**config.mk**
```make
export PLATFORM = sky130hd
export DESIGN_NAME = vga_timing_gen_flat
export DESIGN_NICKNAME = d
export VERILOG_FILES = /design/src/rtl/vga_timing_gen_if.sv /design/src/rtl/vga_timing_gen.sv /design/src/flat_wrapper.sv
export SDC_FILE = /design/constraint.sdc
export NUM_CORES = 1
export LEC_CHECK = 0
export BUFFER_PORTS_ARGS = -buffer_cell sky130_fd_sc_hd__buf_2
export CORE_MARGIN = 10
export CORE_UTILIZATION = 35
export CTS_BUF_LIST = sky130_fd_sc_hd__clkbuf_2
export CTS_CLUSTER_DIAMETER = 150
export DETAILED_ROUTE_END_ITERATION = 10
export GPL_TIMING_DRIVEN = 0
export SLEW_MARGIN = 25
export SYNTH_ARGS = -nofsm -noshare
export SYNTH_HDL_FRONTEND = slang
export SYNTH_SLANG_ARGS = --single-unit
```
**constraint.sdc**
```tcl
create_clock -name clk -period 6.9 [get_ports clk]
set_input_delay 1.38 -clock clk [delete_from_list [all_inputs] [get_ports clk]]
set_output_delay 1.38 -clock clk [all_outputs]
set_load 0.02 [all_outputs]
```
**src/rtl/vga_timing_gen_if.sv**
```systemverilog
// Raster timing bundle shared by the timing source and every draw stage.
// Pure wiring: no latency of its own.
// No backpressure: timing is free-running and consumers follow it.
interface vga_tim;
  logic [10:0] hcount;
  logic [10:0] vcount;
  logic        hsync;
  logic        vsync;
  logic        hblnk;
  logic        vblnk;

  modport out (
    output hcount, vcount, hsync, vsync, hblnk, vblnk
  );

  modport in (
    input hcount, vcount, hsync, vsync, hblnk, vblnk
  );
endinterface

```
**src/rtl/vga_timing_gen.sv**
```systemverilog
// Raster timing source: free-running h/v counters with registered sync/blank flags.
// Latency: every output is a register; flags and counters describe the same pixel.
// Backpressure: none; en=0 freezes every output and suppresses frame_start.
// Optional macro VGA_TIMING_FRAME_CNT_EN adds a 16-bit wrapping frame counter output.
module vga_timing_gen #(
  parameter int   H_ACTIVE = 1024,
  parameter int   H_FP     = 24,
  parameter int   H_SYNC   = 136,
  parameter int   H_BP     = 160,
  parameter int   V_ACTIVE = 768,
  parameter int   V_FP     = 3,
  parameter int   V_SYNC   = 6,
  parameter int   V_BP     = 29,
  parameter logic SYNC_ACT = 1'b1
) (
  input  logic        clk,
  input  logic        rst,
  input  logic        en,
  vga_tim.out         tim_out,
  output logic        frame_start
`ifdef VGA_TIMING_FRAME_CNT_EN
  ,
  output logic [15:0] frame_cnt
`endif
);

  localparam int H_TOTAL = H_ACTIVE + H_FP + H_SYNC + H_BP;
  localparam int V_TOTAL = V_ACTIVE + V_FP + V_SYNC + V_BP;

  // Counters are 11 bits; a raster that does not fit must not elaborate.
  generate
    if (H_TOTAL > 2048) begin : g_h_total_chk
      $error("vga_timing_gen: H_TOTAL exceeds 11-bit counter range");
    end
    if (V_TOTAL > 2048) begin : g_v_total_chk
      $error("vga_timing_gen: V_TOTAL exceeds 11-bit counter range");
    end
  endgenerate

  // Last count of each axis, where the counter wraps.
  localparam logic [10:0] H_LAST = 11'(H_TOTAL - 1);
  localparam logic [10:0] V_LAST = 11'(V_TOTAL - 1);

  // Decode boundaries, one bit wider so an active width of 2048 still compares correctly.
  localparam logic [11:0] H_BLNK_BEG = 12'(H_ACTIVE);
  localparam logic [11:0] H_SYNC_BEG = 12'(H_ACTIVE + H_FP);
  localparam logic [11:0] H_SYNC_END = 12'(H_ACTIVE + H_FP + H_SYNC);
  localparam logic [11:0] V_BLNK_BEG = 12'(V_ACTIVE);
  localparam logic [11:0] V_SYNC_BEG = 12'(V_ACTIVE + V_FP);
  localparam logic [11:0] V_SYNC_END = 12'(V_ACTIVE + V_FP + V_SYNC);

  logic [10:0] hcount_q, hcount_d;
  logic [10:0] vcount_q, vcount_d;
  logic        hsync_q,  hsync_d;
  logic        vsync_q,  vsync_d;
  logic        hblnk_q,  hblnk_d;
  logic        vblnk_q,  vblnk_d;
  logic        frame_start_q, frame_start_d;
  logic        h_wrap;
  logic [11:0] h_nxt_x;
  logic [11:0] v_nxt_x;

  assign h_wrap  = (hcount_q == H_LAST);
  assign h_nxt_x = {1'b0, hcount_d};
  assign v_nxt_x = {1'b0, vcount_d};

  // Counter advance: h steps every enabled cycle, v steps only when h wraps.
  always_comb begin
    hcount_d = hcount_q;
    vcount_d = vcount_q;
    if (en) begin
      if (h_wrap) begin
        hcount_d = '0;
        if (vcount_q == V_LAST) begin
          vcount_d = '0;
        end else begin
          vcount_d = vcount_q + 11'd1;
        end
      end else begin
        hcount_d = hcount_q + 11'd1;
      end
    end
  end

  // Flag decode from the next counter values so flags line up with the counters they describe.
  always_comb begin
    hsync_d       = hsync_q;
    vsync_d       = vsync_q;
    hblnk_d       = hblnk_q;
    vblnk_d       = vblnk_q;
    frame_start_d = 1'b0;
    if (en) begin
      hblnk_d = (h_nxt_x >= H_BLNK_BEG);
      vblnk_d = (v_nxt_x >= V_BLNK_BEG);
      hsync_d = ((h_nxt_x >= H_SYNC_BEG) && (h_nxt_x < H_SYNC_END)) ? SYNC_ACT : ~SYNC_ACT;
      vsync_d = ((v_nxt_x >= V_SYNC_BEG) && (v_nxt_x < V_SYNC_END)) ? SYNC_ACT : ~SYNC_ACT;
      // Only an actual advance onto (0,0) marks a frame start; reset alone never does.
      frame_start_d = (hcount_d == '0) && (vcount_d == '0);
    end
  end

  // State registers; reset parks on pixel (0,0) with syncs deasserted and no pulse.
  always_ff @(posedge clk or posedge rst) begin
    if (rst) begin
      hcount_q      <= '0;
      vcount_q      <= '0;
      hsync_q       <= ~SYNC_ACT;
      vsync_q       <= ~SYNC_ACT;
      hblnk_q       <= 1'b0;
      vblnk_q       <= 1'b0;
      frame_start_q <= 1'b0;
    end else begin
      hcount_q      <= hcount_d;
      vcount_q      <= vcount_d;
      hsync_q       <= hsync_d;
      vsync_q       <= vsync_d;
      hblnk_q       <= hblnk_d;
      vblnk_q       <= vblnk_d;
      frame_start_q <= frame_start_d;
    end
  end

  assign tim_out.hcount = hcount_q;
  assign tim_out.vcount = vcount_q;
  assign tim_out.hsync  = hsync_q;
  assign tim_out.vsync  = vsync_q;
  assign tim_out.hblnk  = hblnk_q;
  assign tim_out.vblnk  = vblnk_q;
  assign frame_start    = frame_start_q;

`ifdef VGA_TIMING_FRAME_CNT_EN
  logic [15:0] frame_cnt_q, frame_cnt_d;

  // Count moves on the same edge that raises frame_start, so the pulse cycle shows the new count.
  always_comb begin
    frame_cnt_d = frame_cnt_q + {15'd0, frame_start_d};
  end

  // Frame counter register; wraps naturally at 16 bits.
  always_ff @(posedge clk or posedge rst) begin
    if (rst) begin
      frame_cnt_q <= '0;
    end else begin
      frame_cnt_q <= frame_cnt_d;
    end
  end

  assign frame_cnt = frame_cnt_q;
`endif

endmodule

```
**src/flat_wrapper.sv**
```systemverilog
// flat-port wrapper written by rule: the top's interface ports become plain ports
module vga_timing_gen_flat 
#(
  parameter int   H_ACTIVE = 1024,
  parameter int   H_FP     = 24,
  parameter int   H_SYNC   = 136,
  parameter int   H_BP     = 160,
  parameter int   V_ACTIVE = 768,
  parameter int   V_FP     = 3,
  parameter int   V_SYNC   = 6,
  parameter int   V_BP     = 29,
  parameter logic SYNC_ACT = 1'b1
)
  (clk, rst, en, frame_start, tim_out_hcount, tim_out_vcount, tim_out_hsync, tim_out_vsync, tim_out_hblnk, tim_out_vblnk);
  vga_tim tim_out_i ();
  input  logic clk;
  input  logic rst;
  input  logic en;
  output logic frame_start;
  output wire logic [$bits(tim_out_i.hcount)-1:0] tim_out_hcount;
  output wire logic [$bits(tim_out_i.vcount)-1:0] tim_out_vcount;
  output wire logic [$bits(tim_out_i.hsync)-1:0] tim_out_hsync;
  output wire logic [$bits(tim_out_i.vsync)-1:0] tim_out_vsync;
  output wire logic [$bits(tim_out_i.hblnk)-1:0] tim_out_hblnk;
  output wire logic [$bits(tim_out_i.vblnk)-1:0] tim_out_vblnk;
  assign tim_out_hcount = tim_out_i.hcount;
  assign tim_out_vcount = tim_out_i.vcount;
  assign tim_out_hsync = tim_out_i.hsync;
  assign tim_out_vsync = tim_out_i.vsync;
  assign tim_out_hblnk = tim_out_i.hblnk;
  assign tim_out_vblnk = tim_out_i.vblnk;
  vga_timing_gen #(.H_ACTIVE(H_ACTIVE), .H_FP(H_FP), .H_SYNC(H_SYNC), .H_BP(H_BP), .V_ACTIVE(V_ACTIVE), .V_FP(V_FP), .V_SYNC(V_SYNC), .V_BP(V_BP), .SYNC_ACT(SYNC_ACT)) u_core (.clk(clk), .rst(rst), .en(en), .tim_out(tim_out_i), .frame_start(frame_start));
endmodule
```
==> results by group <==
Outcome
  • Status: finished clean

Finish
  • Syn-to-layout area delta: 14.35%
  • Share of layout cells above drive strength 1: 0.2262
  • Diodes inserted: 0
  • Net count reported at finish: 228
  • Final instance area: 1944 sq um
  • Most common cell after layout, fill and taps aside: buf_2
  • FILL cells: 500
  • Commonest non-fill, non-tap cells in the layout: 35 x buf_2, 27 x dfrtp_1, 19 x nor2_1

Floorplanning
  • Die Y-Extent: 89.70 um
  • Die W: 89.70 um
  • Starting Density: 0.3600
  • Die area: 8046 sq um
  • I/O pins: 30
  • Site row count: 25
  • Placeable Area: 4723 sq um

Pwr
  • Tot Pwr: 0.4536 mW
  • VDD IR max: 0.0001121 V
  • PD cells: 233.3 nW/um^2
  • Static leakage: 0.9587 nW

Placed design
  • GPL Wtd Cong: 0.7814
  • Area post-placement: 1924 sq um
  • Final HPWL DP: 3074 um
  • IO Port Bufs: 28

Clock tree
  • Post-CTS Hold Buffers: 0
  • CTS tree: built
  • Clock Latency Late Sink: 390 ps
  • CTS Root Cell: clkbuf_2
  • CTS H-tree depth: 1
  • CTS Sinks: 27
  • Clock Pin Slew Worst Setup and Hold Paths: 290 ps
  • Worst-case clock buffer depth: 2
  • Gates resized, CTS repair: 0
  • Post-CTS Setup Bufs: 0
  • Num CTS Buffers: 3

Global routing
  • Initial antenna violation count: 0
  • Pin count of the biggest net entering global routing: 28
  • First-pass GRT wire length: 7148 um
  • Gr usage total: 0.1035
  • Vias in the first global route: 1,413
  • GRT overflow: 0

Yosys
  • Yosys cell types: 49
  • Sequential cell area fraction in the yosys report: 0.3974
  • Synthesized Nets: 195
  • EDFF count, synth: 0
  • Register bit total from synthesis: 27
  • Primary FF master, synth: dfrtp_1
  • Mapped Cells: 189
  • Synth Cell Area: 1700 sq um
  • Warnings, synthesis: 0
  • Synth async-reset ratio: 1.000
  • Synthesized area per cell: 8.997 sq um

Flow run
  • MaxCap Viol Count: 0

Timing
  • Hold Vio Cnt, Final: 0
  • Relative slew slack: 0.6079
  • Setup violation total in the final timing report: 0
  • Final worst-path cycle share: 0.4481
  • Tmin final: 3092 ps
  • Peak Freq: 0.3234 GHz
  • Final Skew: 9.901 ps
  • RSZ-0062 raised after global routing: no
  • TNS Setup: 0 ps
  • Slew Limit Fails: 0
  • Worst Tran Pin Value: 587.3 ps

Route
  • DR WL/cell: 14.52 um
  • Drc violations: 0
  • Total number of vias: 1,475
  • Final WL: 4183 um
  • Pre-antenna DRT Iters: 4
  • Detail Route Antenna Nets: 0
  • DRT iter0 DRCs: 89
  • Vias per cell: 5.122

Worst setup path
  • Worst EP required: 7210 ps
  • CP Launch Type: input port
  • Crit-path max FO: 10
  • WS Path Type: input port to flip-flop
  • CP Capture Type: flip-flop
  • WP data arrival: 3410 ps

Worst hold path
  • Hold crit path type: flip-flop to flip-flop
[per-stage QoR]
step,hold slack (ps),instances,utilization,setup WS [ps]
finish,557.9,288,0.4117,3808
global route,590.8,288,0.4117,3625
CTS,558.2,288,0.4117,3832
detailed placement,511.6,284,0.4074,3406
global placement,516.5,284,0.4074,3403
floorplan,624.0,189,-,3833
[flip-flops by register name, summed over array words and instances (netlist names)]
name,count
u_core.tim_out.vcount,11
u_core.tim_out.hsync,1
u_core.tim_out.vsync,1
u_core.tim_out.vblnk,1
u_core.tim_out.hcount,11
u_core.frame_start,1
u_core.tim_out.hblnk,1
[cells by family after synthesis]
kind of cell    share of synthesized area
simple gates                       0.2862
compound gates                     0.1508
xor+xnor                          0.06181
fa+ha+maj                         0.02208
buf+inv                           0.05813
mux                               0.02355
flops                              0.3974
[layer usage]
metal | vias to the layer above | global-route usage | routed length (um)
met5 | - | 0 | 0
met4 | 0 | 0.04178 | 67
met3 | 5 | 0.02161 | 195
met2 | 26 | 0.1459 | 1831
met1 | 700 | 0.1476 | 2088
li1 | 744 | - | -
[worst max-delay path, cell delays in order]
cell	delay [ps]
buf_2	130
and3_1	150
buf_2	200
nand4_1	160
clkbuf_1	260
o21ai_0	260
nor4b_2	260
nand4b_1	230
nor4_2	370
[cell usage after synthesis, drive strengths merged (3+ instances only)]
cell | n | area (sq um)
xor2 | 6 | 52.55
and3 | 5 | 31.28
nor3 | 8 | 51.30
nor2 | 19 | 71.32
mux2i | 4 | 40.04
nand2 | 9 | 33.78
xnor2 | 6 | 52.55
nand4 | 10 | 62.56
dfrtp | 27 | 675.7
clkbuf | 5 | 18.77
or3 | 5 | 31.28
nand3 | 6 | 30.03
ha | 3 | 37.54
inv | 12 | 45.04
a21oi | 7 | 35.03
buf | 7 | 35.03
o21ai | 14 | 70.07
nor4 | 3 | 25.02
[final timing paths]
| path | start | to | slack [ps] | depth (start not counted) |
|---|---|---|---|---|
| hold reg to reg | u_core.tim_out.vblnk | u_core.tim_out.vblnk | 560 | 2 |
| setup / recovery | en | u_core.frame_start | 3810 | 9 |
| min in group asynchronous | rst | u_core.frame_start | 990 | 2 |
| setup reg to reg | u_core.tim_out.hcount[1] | u_core.frame_start | 4210 | 9 |
| max in group asynchronous | rst | u_core.tim_out.vcount[3] | 5530 | 2 |
| hold / removal | u_core.tim_out.vblnk | u_core.tim_out.vblnk | 560 | 2 |
[report_power, final]
group | internal (mW) | leakage, nW | switching [mW]
Sequential | 0.179 | 0.347 | 0.0218
Combinational | 0.0681 | 0.595 | 0.115
Clock | 0.0152 | 0.0166 | 0.0544
Total | 0.262 | 0.959 | 0.191
[layout make-up]
class                   instances  area (sq um)  area share
multi-input cells             138         925.9      0.4762
flip-flops and latches         27         675.6      0.3475
inverters                      12         45.04     0.02317
plain buffers                  12         53.80     0.02767
well taps                      67         83.83     0.04311
repair buffers                 28         140.1     0.07207
clock buffers                   4         20.02     0.01030
Power figures use the tool's default switching activity.
